==> config.mk <==
export PLATFORM = sky130hd
export DESIGN_NAME = compressed_line_serializer
export DESIGN_NICKNAME = d
export VERILOG_FILES = /design/src/rtl/compressed_line_serializer.sv
export SDC_FILE = /design/constraint.sdc
export NUM_CORES = 1
export LEC_CHECK = 0
export ABC_AREA = 1
export CORE_MARGIN = 2
export CORE_UTILIZATION = 46
export CTS_CLUSTER_DIAMETER = 30
export DETAILED_ROUTE_END_ITERATION = 10
export PLACE_DENSITY = 0.81
export RECOVER_POWER = 25
export SLEW_MARGIN = 25
export SYNTH_ARGS = -nofsm -noshare
export SYNTH_HDL_FRONTEND = slang
export SYNTH_SLANG_ARGS = --single-unit
==> constraint.sdc <==
create_clock -name i_clk -period 2.63 [get_ports i_clk]
set_clock_uncertainty 0.2 [all_clocks]
set_input_delay 0.6575 -clock i_clk [delete_from_list [all_inputs] [get_ports i_clk]]
set_output_delay 0.6575 -clock i_clk [all_outputs]
set_load 0.01 [all_outputs]
==> src/rtl/compressed_line_serializer.sv <==
// compressed_line_serializer
//
// Takes one finished packed line per transaction (compressed line, its bit
// count, the stop flag and the raw fallback line) and streams it out as a
// header beat followed by only the data beats that carry valid bits, MSB
// first. Unused trailing bits of the last data beat are zeroed.
//
// Header beat layout: [BEAT_WIDTH-1] = raw bit, [LEN_WIDTH-1:0] = length,
// everything else zero.
//
// Ports:
//   i_clk          clock, all state on the rising edge
//   i_reset        synchronous reset, active-low
//   i_line_valid   line, length and flag valid this cycle
//   o_line_ready   serializer can accept a line (idle)
//   i_line         packed line, first compressed bit at LINE_WIDTH-1
//   i_line_bits    number of valid compressed bits
//   i_raw_line     uncompressed line, sent when the line is treated as raw
//   i_stop_flag    compression abandoned, send i_raw_line
//   o_beat_valid   o_beat_data / o_beat_last are valid
//   i_beat_ready   sink accepts the current beat
//   o_beat_data    header or data beat
//   o_beat_last    final beat of the current line
//   o_busy         a transaction is in progress
module compressed_line_serializer #(
    parameter int LINE_WIDTH = 128,
    parameter int BEAT_WIDTH = 32,
    parameter int LEN_WIDTH  = 8
) (
    input  logic                  i_clk,
    input  logic                  i_reset,
    input  logic                  i_line_valid,
    output logic                  o_line_ready,
    input  logic [LINE_WIDTH-1:0] i_line,
    input  logic [LEN_WIDTH-1:0]  i_line_bits,
    input  logic [LINE_WIDTH-1:0] i_raw_line,
    input  logic                  i_stop_flag,
    output logic                  o_beat_valid,
    input  logic                  i_beat_ready,
    output logic [BEAT_WIDTH-1:0] o_beat_data,
    output logic                  o_beat_last,
    output logic                  o_busy
);

    localparam int NUM_BEATS = LINE_WIDTH / BEAT_WIDTH;
    localparam int CNT_WIDTH = $clog2(NUM_BEATS + 1);
    localparam logic [LEN_WIDTH-1:0] FULL_LEN = LEN_WIDTH'(LINE_WIDTH);

    typedef enum logic [1:0] {
        IDLE,
        HEADER,
        DATA
    } state_t;

    state_t                state_q;
    state_t                state_d;
    logic [LINE_WIDTH-1:0] payload_q;
    logic [LEN_WIDTH-1:0]  len_q;
    logic                  raw_q;
    logic [CNT_WIDTH-1:0]  count_q;
    logic [CNT_WIDTH-1:0]  k_q;
    logic [CNT_WIDTH-1:0]  k_d;

    logic                  cap_raw;
    logic [LEN_WIDTH-1:0]  cap_len;
    logic [LINE_WIDTH-1:0] cap_mask;
    logic [LINE_WIDTH-1:0] cap_payload;
    logic [CNT_WIDTH-1:0]  cap_count;

    logic                  data_last;
    logic [BEAT_WIDTH-1:0] header_beat;
    logic [BEAT_WIDTH-1:0] data_beat;

    // Capture decode. An over-long bit count is a protocol error and is
    // handled exactly like an abandoned compression. The length mask is
    // applied once here so the stored payload already has its trailing
    // bits zeroed; a raw line has length LINE_WIDTH, so its mask is all ones.
    always_comb begin
        cap_raw     = i_stop_flag | (i_line_bits > FULL_LEN);
        cap_len     = cap_raw ? FULL_LEN : i_line_bits;
        cap_mask    = ~({LINE_WIDTH{1'b1}} >> cap_len);
        cap_payload = (cap_raw ? i_raw_line : i_line) & cap_mask;
        cap_count   = CNT_WIDTH'((32'(cap_len) + BEAT_WIDTH - 1) / BEAT_WIDTH);
    end

    // State, beat index and captured line. The capture registers only load
    // in IDLE, so anything the upstream holds on the inputs while busy is
    // ignored until the current line has fully drained.
    always_ff @(posedge i_clk) begin
        if (!i_reset) begin
            state_q   <= IDLE;
            payload_q <= '0;
            len_q     <= '0;
            raw_q     <= 1'b0;
            count_q   <= '0;
            k_q       <= '0;
        end else begin
            state_q <= state_d;
            k_q     <= k_d;
            if (state_q == IDLE && i_line_valid) begin
                payload_q <= cap_payload;
                len_q     <= cap_len;
                raw_q     <= cap_raw;
                count_q   <= cap_count;
            end
        end
    end

    assign data_last = ((k_q + CNT_WIDTH'(1)) == count_q);

    // Next-state logic. Without a handshake every branch keeps state and
    // index, which is what holds the presented beat stable under backpressure.
    always_comb begin
        state_d = state_q;
        k_d     = k_q;
        unique case (state_q)
            IDLE: begin
                k_d = '0;
                if (i_line_valid) begin
                    state_d = HEADER;
                end
            end
            HEADER: begin
                if (i_beat_ready) begin
                    k_d     = '0;
                    state_d = (count_q == '0) ? IDLE : DATA;
                end
            end
            DATA: begin
                if (i_beat_ready) begin
                    if (data_last) begin
                        state_d = IDLE;
                        k_d     = '0;
                    end else begin
                        k_d = k_q + CNT_WIDTH'(1);
                    end
                end
            end
            default: begin
                state_d = IDLE;
                k_d     = '0;
            end
        endcase
    end

    // Beat formatting, decoded purely from registered state so no input
    // reaches an output combinationally.
    always_comb begin
        header_beat                 = '0;
        header_beat[BEAT_WIDTH-1]   = raw_q;
        header_beat[LEN_WIDTH-1:0]  = len_q;

        data_beat = '0;
        for (int i = 0; i < NUM_BEATS; i++) begin
            if (k_q == CNT_WIDTH'(i)) begin
                data_beat = payload_q[LINE_WIDTH-1-BEAT_WIDTH*i -: BEAT_WIDTH];
            end
        end
    end

    always_comb begin
        o_line_ready = (state_q == IDLE);
        o_busy       = (state_q != IDLE);
        o_beat_valid = (state_q != IDLE);
        o_beat_data  = '0;
        o_beat_last  = 1'b0;
        unique case (state_q)
            HEADER: begin
                o_beat_data = header_beat;
                o_beat_last = (count_q == '0);
            end
            DATA: begin
                o_beat_data = data_beat;
                o_beat_last = data_last;
            end
            default: begin
                o_beat_data = '0;
                o_beat_last = 1'b0;
            end
        endcase
    end

endmodule

---- Word-level counts from Yosys, hierarchy flattened ----
Cells that the tools add are included.
operators by class
  muxes and demuxes ....................... 18
  shift operators ......................... 1
  order comparisons ....................... 1
  bitwise gates (word level) .............. 3
  eq/ne operators ......................... 10
  add/subtract/negate cells ............... 3
  reduce and logical (&&, ||, !) cells .... 7
operator list
  cell                       count
  $and A128 B128 Y128        1
  $mux W128                  1
  $mux W32                   4
  $not A128 Y128             1
  $shr A128 B8 Y128 const A  1
  $pmux W32 S2               1
  $mux W2                    5
  $mux W3                    3
  $add A8 B6 Y8 const B      1
  $gt A8 B8 Y1 const B       1
  $mux W8                    1
  $ne A2 B2 Y1 const B       4
  $sub A8 B1 Y8 const B      1
  $eq A3 B2 Y1 const B       2
  $logic_not A3 Y1           2
  $pmux W2 S3                1
  $pmux W3 S2                1
  $reduce_and A4 Y1          1
  $add A3 B1 Y3 const B      1
  $eq A3 B1 Y1 const B       1
  $eq A3 B3 Y1               1
  $eq A2 B1 Y1 const B       1
  $eq A2 B2 Y1 const B       1
  $logic_not A2 Y1           1
  other kinds (5)            5
storage, ports and cells
  word-level logic and storage cells ...... 49
  register bits ........................... 145

---- Logic depth before layout (Yosys ltp) ----
  word-level depth ........................ 6
  depth in mapped cells ................... 12

---- Worst setup path after synthesis ----
Ideal clock, no wire load.
  kind .................................... reg-to-output
  start ................................... register k_q[0]
  end ..................................... output port o_beat_data[10]
  buffers on the path ..................... 1
  arrival time ............................ 1.862 ns
  setup slack ............................. -0.090 ns
  cell stages (with the launch flop) ...... 9
  path through ............................ dfxtp_1 ha_1 inv_2 nor2_2 clkinv_1 clkbuf_1 nand2_1 o211ai_1 a311oi_1
between the ends
  cells in the longest elaborated chain, start to end .. 6
RTL lines
  element                 line  RTL
  from (decl)             61    logic [CNT_WIDTH-1:0] k_q;
  from (signal assigned)  99    k_q <= k_d;
  $logic_not A3 Y1        155   if (k_q == CNT_WIDTH'(i)) begin
  $mux W32 (3 in a row)   155
  $mux W32 (*)            155
  $pmux W32 S2 (*)        167   unique case (state_q)
  to (decl)               40    output logic [BEAT_WIDTH-1:0] o_beat_data,
Mark *: on every way between the ends. The rest lies on a longest branch, timed or not.

---- Worst setup path after layout ----
  start ................................... register k_q[1]
  end ..................................... output port o_beat_data[6]
The elaborated chain is that of the path after synthesis.

==> summary.md <==
The run finished, with violations left. The final reports fail on setup timing. For the max-slew violation count, the log shows 0. The die height is 144 microns. The filler cells instantiated in the layout total 1456.

Synthesis produced a netlist whose cell count is 1497. Summing over every cut layer, the via total after detailed routing is 13078. The initial antenna violation count is 0. Switching power share of the total: 34.2%. For the net load switching power, the log shows 2760 uW.

The largest fanout of any net on the critical path came out at 12. For this run, the number of Yosys warnings is 0. The logs give 12060 for the number of global-route vias before repair and 430 ps for the clock latency of the later-clocked register in the worst-skew pair.

The die covers 0.0207 sq mm. The number of distinct library cells after synthesis is 35, and the horizontal die dimension is 144 microns. The run gives 305 as the top-level port count. The first global-routing pass estimated 66900 microns of wire.

The synthesized design spends more area on one cell type than any other, namely dfxtp_1. Setup repair after global routing could not meet its margin everywhere. The transition time of the tightest slew-check pin works out to 902 ps. Cell with the most instances after synthesis: nand2_1.

Static timing analysis puts the maximum clock frequency at 324 MHz. The part of the total power dissipated in sequential elements came out at 34.0%. After synthesis, the cell types taking the most area are dfxtp_1 (32%), nand2_1 (21%), a21oi_1 (11%), o21ai_0 (9.3%), nor2_1 (4.9%).

The HPWL after detailed placement is 32900 microns. The net count after synthesis is 1774. The worst setup path is of the flip-flop to primary output kind. The tools report the number of max-cap violations as 0. The mean post-synth cell area was 6.03 sq um; the initial core utilization was 46.7%. After synthesis, the largest area contributor takes up 32.2% of total cell area. The placeable core area was 0.0193 sq mm; the final cycle utilization of the critical path was 117%.

The post-synth design cell area is 0.00902 sq mm, and the worst-case reg-to-reg path depth is 10. The number of buffers on the longest clock path came out at 2. Clock-pin slew was measured on the worst setup and hold paths at 70 ps. Setup violations remaining at the end of the flow were counted as 40. Number of buffers created by CTS: 17. The clock network burns 33.5% of the power.

The internal power consumption came out at 5310 uW. Data on the critical path is required at its endpoint by 1770 ps. Routability-driven placement finished with a final weighted congestion of 1.05. In this run the critical register-to-register path is captured at payload_q[4].

The flip-flop cell with the highest count after synthesis is dfxtp_1. Entering global routing, the biggest net connects 67 pins. STA classifies the critical path startpoint as a flip-flop. The area added between synthesis and finish is 68.0%. The tools report the minimum setup slack in the final design as -452 ps.

Share of synthesized area occupied by flip-flops and latches: 32.2%. Sink of the worst hold path: payload_q[12]. The number of enable flip-flop cells after synthesis was 0.

The first routing iteration left 1660 violations. For the iteration count of the initial detailed-routing pass, the log shows 7. Counting instances, the worst hold path has a depth of 2. Of the total power, combinational logic draws 32.5%. The number of H-tree branching levels is 4. Counting flops with an async set or reset pin after synthesis yields a share of 0%. The worst path in the final design needs a cycle of 3080 ps, including I/O delays and setup. Count of endpoints failing hold in the final timing report: 0. By count the netlist is led by nand2_1 (513), a21oi_1 (200), o21ai_0 (168).

The final layout net count was 2208; the count of unresolved DRC violations after routing was 0. The endpoint type of the worst setup path is a primary output. TritonCTS built the clock tree.

Dividing the detail-routed via count by the number of cells gives 5.92. Number of cell rows: 51. Arrival time at the worst endpoint: 2220 ps.

Setup total negative slack: -12490 ps. In this run the most critical hold path is launched from payload_q[12]. Summed over all layers, the global routing overflow is 0.

After detailed placement, the design holds a cell count of 2143. The final standard cell count with taps included and fillers excluded is 2209, and the power per cell area is 533 mW/mm^2. The wire length per cell after detailed routing is 21.6 microns, and the final antenna-violating net count is 0. The routed wire length came out at 47600 microns. The type of the worst min-delay path was flip-flop to flip-flop. In the global route stage, overall resource usage came out at 43.1%.

The proportion of layout cells with a drive suffix above 1 was 21.6%; the clock sink count was 145. The number of buffers inserted by port buffering came out at 304. The run gives 429 uV as the peak supply drop.

The finished cells cover 0.0152 sq mm. The startpoint identified for the worst register-to-register timing path is state_q[0]. The standby leakage power was 0.00645 uW; the antenna diode instance count was 0. Setup slack on the worst reg-to-reg path comes out at -170 ps.

After synthesis the netlist holds a flip-flop and latch count of 145. The run gives 0.0135 sq mm as the instance area after placement. The tree is rooted in a clkbuf_16.

Measured against its own limit, the worst slew margin works out to 39.8%. The run gives 267 ps as the final hold slack.
-- final cells by class --
class,count,area (sq um),share of cell area (%)
multi-input combinational,1192,6050,39.9
timing repair buffer,520,5010,33.1
sequential,145,2910,19.2
clock buffer,19,433,2.86
tap,265,332,2.19
inverter,55,218,1.44
clock inverter,13,200,1.32
-- cells by family after synthesis --
logic type	after synthesis	share of synthesized area [%]
simple gates	735	32.6
buf+inv	161	7.18
xor+xnor	3	0.291
flops	145	32.2
compound gates	445	26.6
fa+ha+maj	8	1.11
-- critical path, stage by stage, from the launching register on --
cell,delay [ps]
dfxtp_2,330
buf_4,100
buf_6,100
ha_4,130
ha_4,160
inv_4,50
buf_8,130
buf_12,130
buf_16,140
o21ai_2,110
a21oi_1,50
a31o_2,230
buf_6,120
-- through the flow --
step           power, uW  utilization, %  setup WS [ps]
3_3_place_gp        5030            70.0           -458
5_1_grt             8330            78.4           -539
3_5_place_dp        5070            70.0           -497
4_1_cts             7820            75.1           -417
6_report            8070            78.4           -452
2_1_floorplan       3860               -           20.3
-- flip-flops by register name (all words and copies together), names as in the netlist --
name       cells
payload_q    128
len_q          8
count_q        3
k_q            3
state_q        2
raw_q          1
-- worst max-delay path by stage --
stage	depth (start not counted)	endpoint	from	slack, ps
2_1_floorplan	7	o_beat_data[20]	k_q[0]	20
3_3_place_gp	12	payload_q[101]	i_line_bits[6]	-460
3_5_place_dp	13	payload_q[101]	i_stop_flag	-500
4_1_cts	15	o_beat_data[7]	k_q[1]	-420
5_1_grt	15	o_beat_data[7]	k_q[1]	-540
6_report	12	o_beat_data[6]	k_q[1]	-450
-- power by group through the flow --
stage                     clock [uW]  combinational, uW  sequential [uW]
after floorplan                    0               1200             2660
after global placement             0               2300             2730
after detailed placement           0               2330             2730
after CTS                       2690               2420             2700
after global routing            2780               2800             2750
final                           2700               2620             2740
-- per-layer routing --
| layer | wire length (microns) | global-route usage [%] |
|---|---|---|
| met3 | 5310 | 8.48 |
| met2 | 21700 | 70.9 |
| met4 | 4310 | 29.7 |
| met1 | 16300 | 50.6 |
| met5 | 0 | 0 |
-- layout by cell type (no fill, tap or decap), types with 8 or more instances in the layout --
cell and n:
buf_6 21, nand3_2 8, nand3_4 9, a21oi_2 12, nand2_1 493, buf_2 28
nand3_1 49, nor2_2 14, or2_2 24, a21oi_1 188, o211ai_1 39, clkbuf_16 20
nand2_2 17, o21ai_0 147, nor2_1 105, buf_12 20, buf_4 167, inv_1 41
dfxtp_1 142, o21ai_1 17, a31oi_1 9, clkdlybuf4s50_1 267, inv_2 8
-- timing repair --
item,4_1_cts,5_1_grt
buffers inserted,8,20
resized for setup,209,123
hold buffers,0,0
setup endpoints to repair,41,133
cloned,6,4
pin swaps,40,51
(Power assumes the default switching activity.)
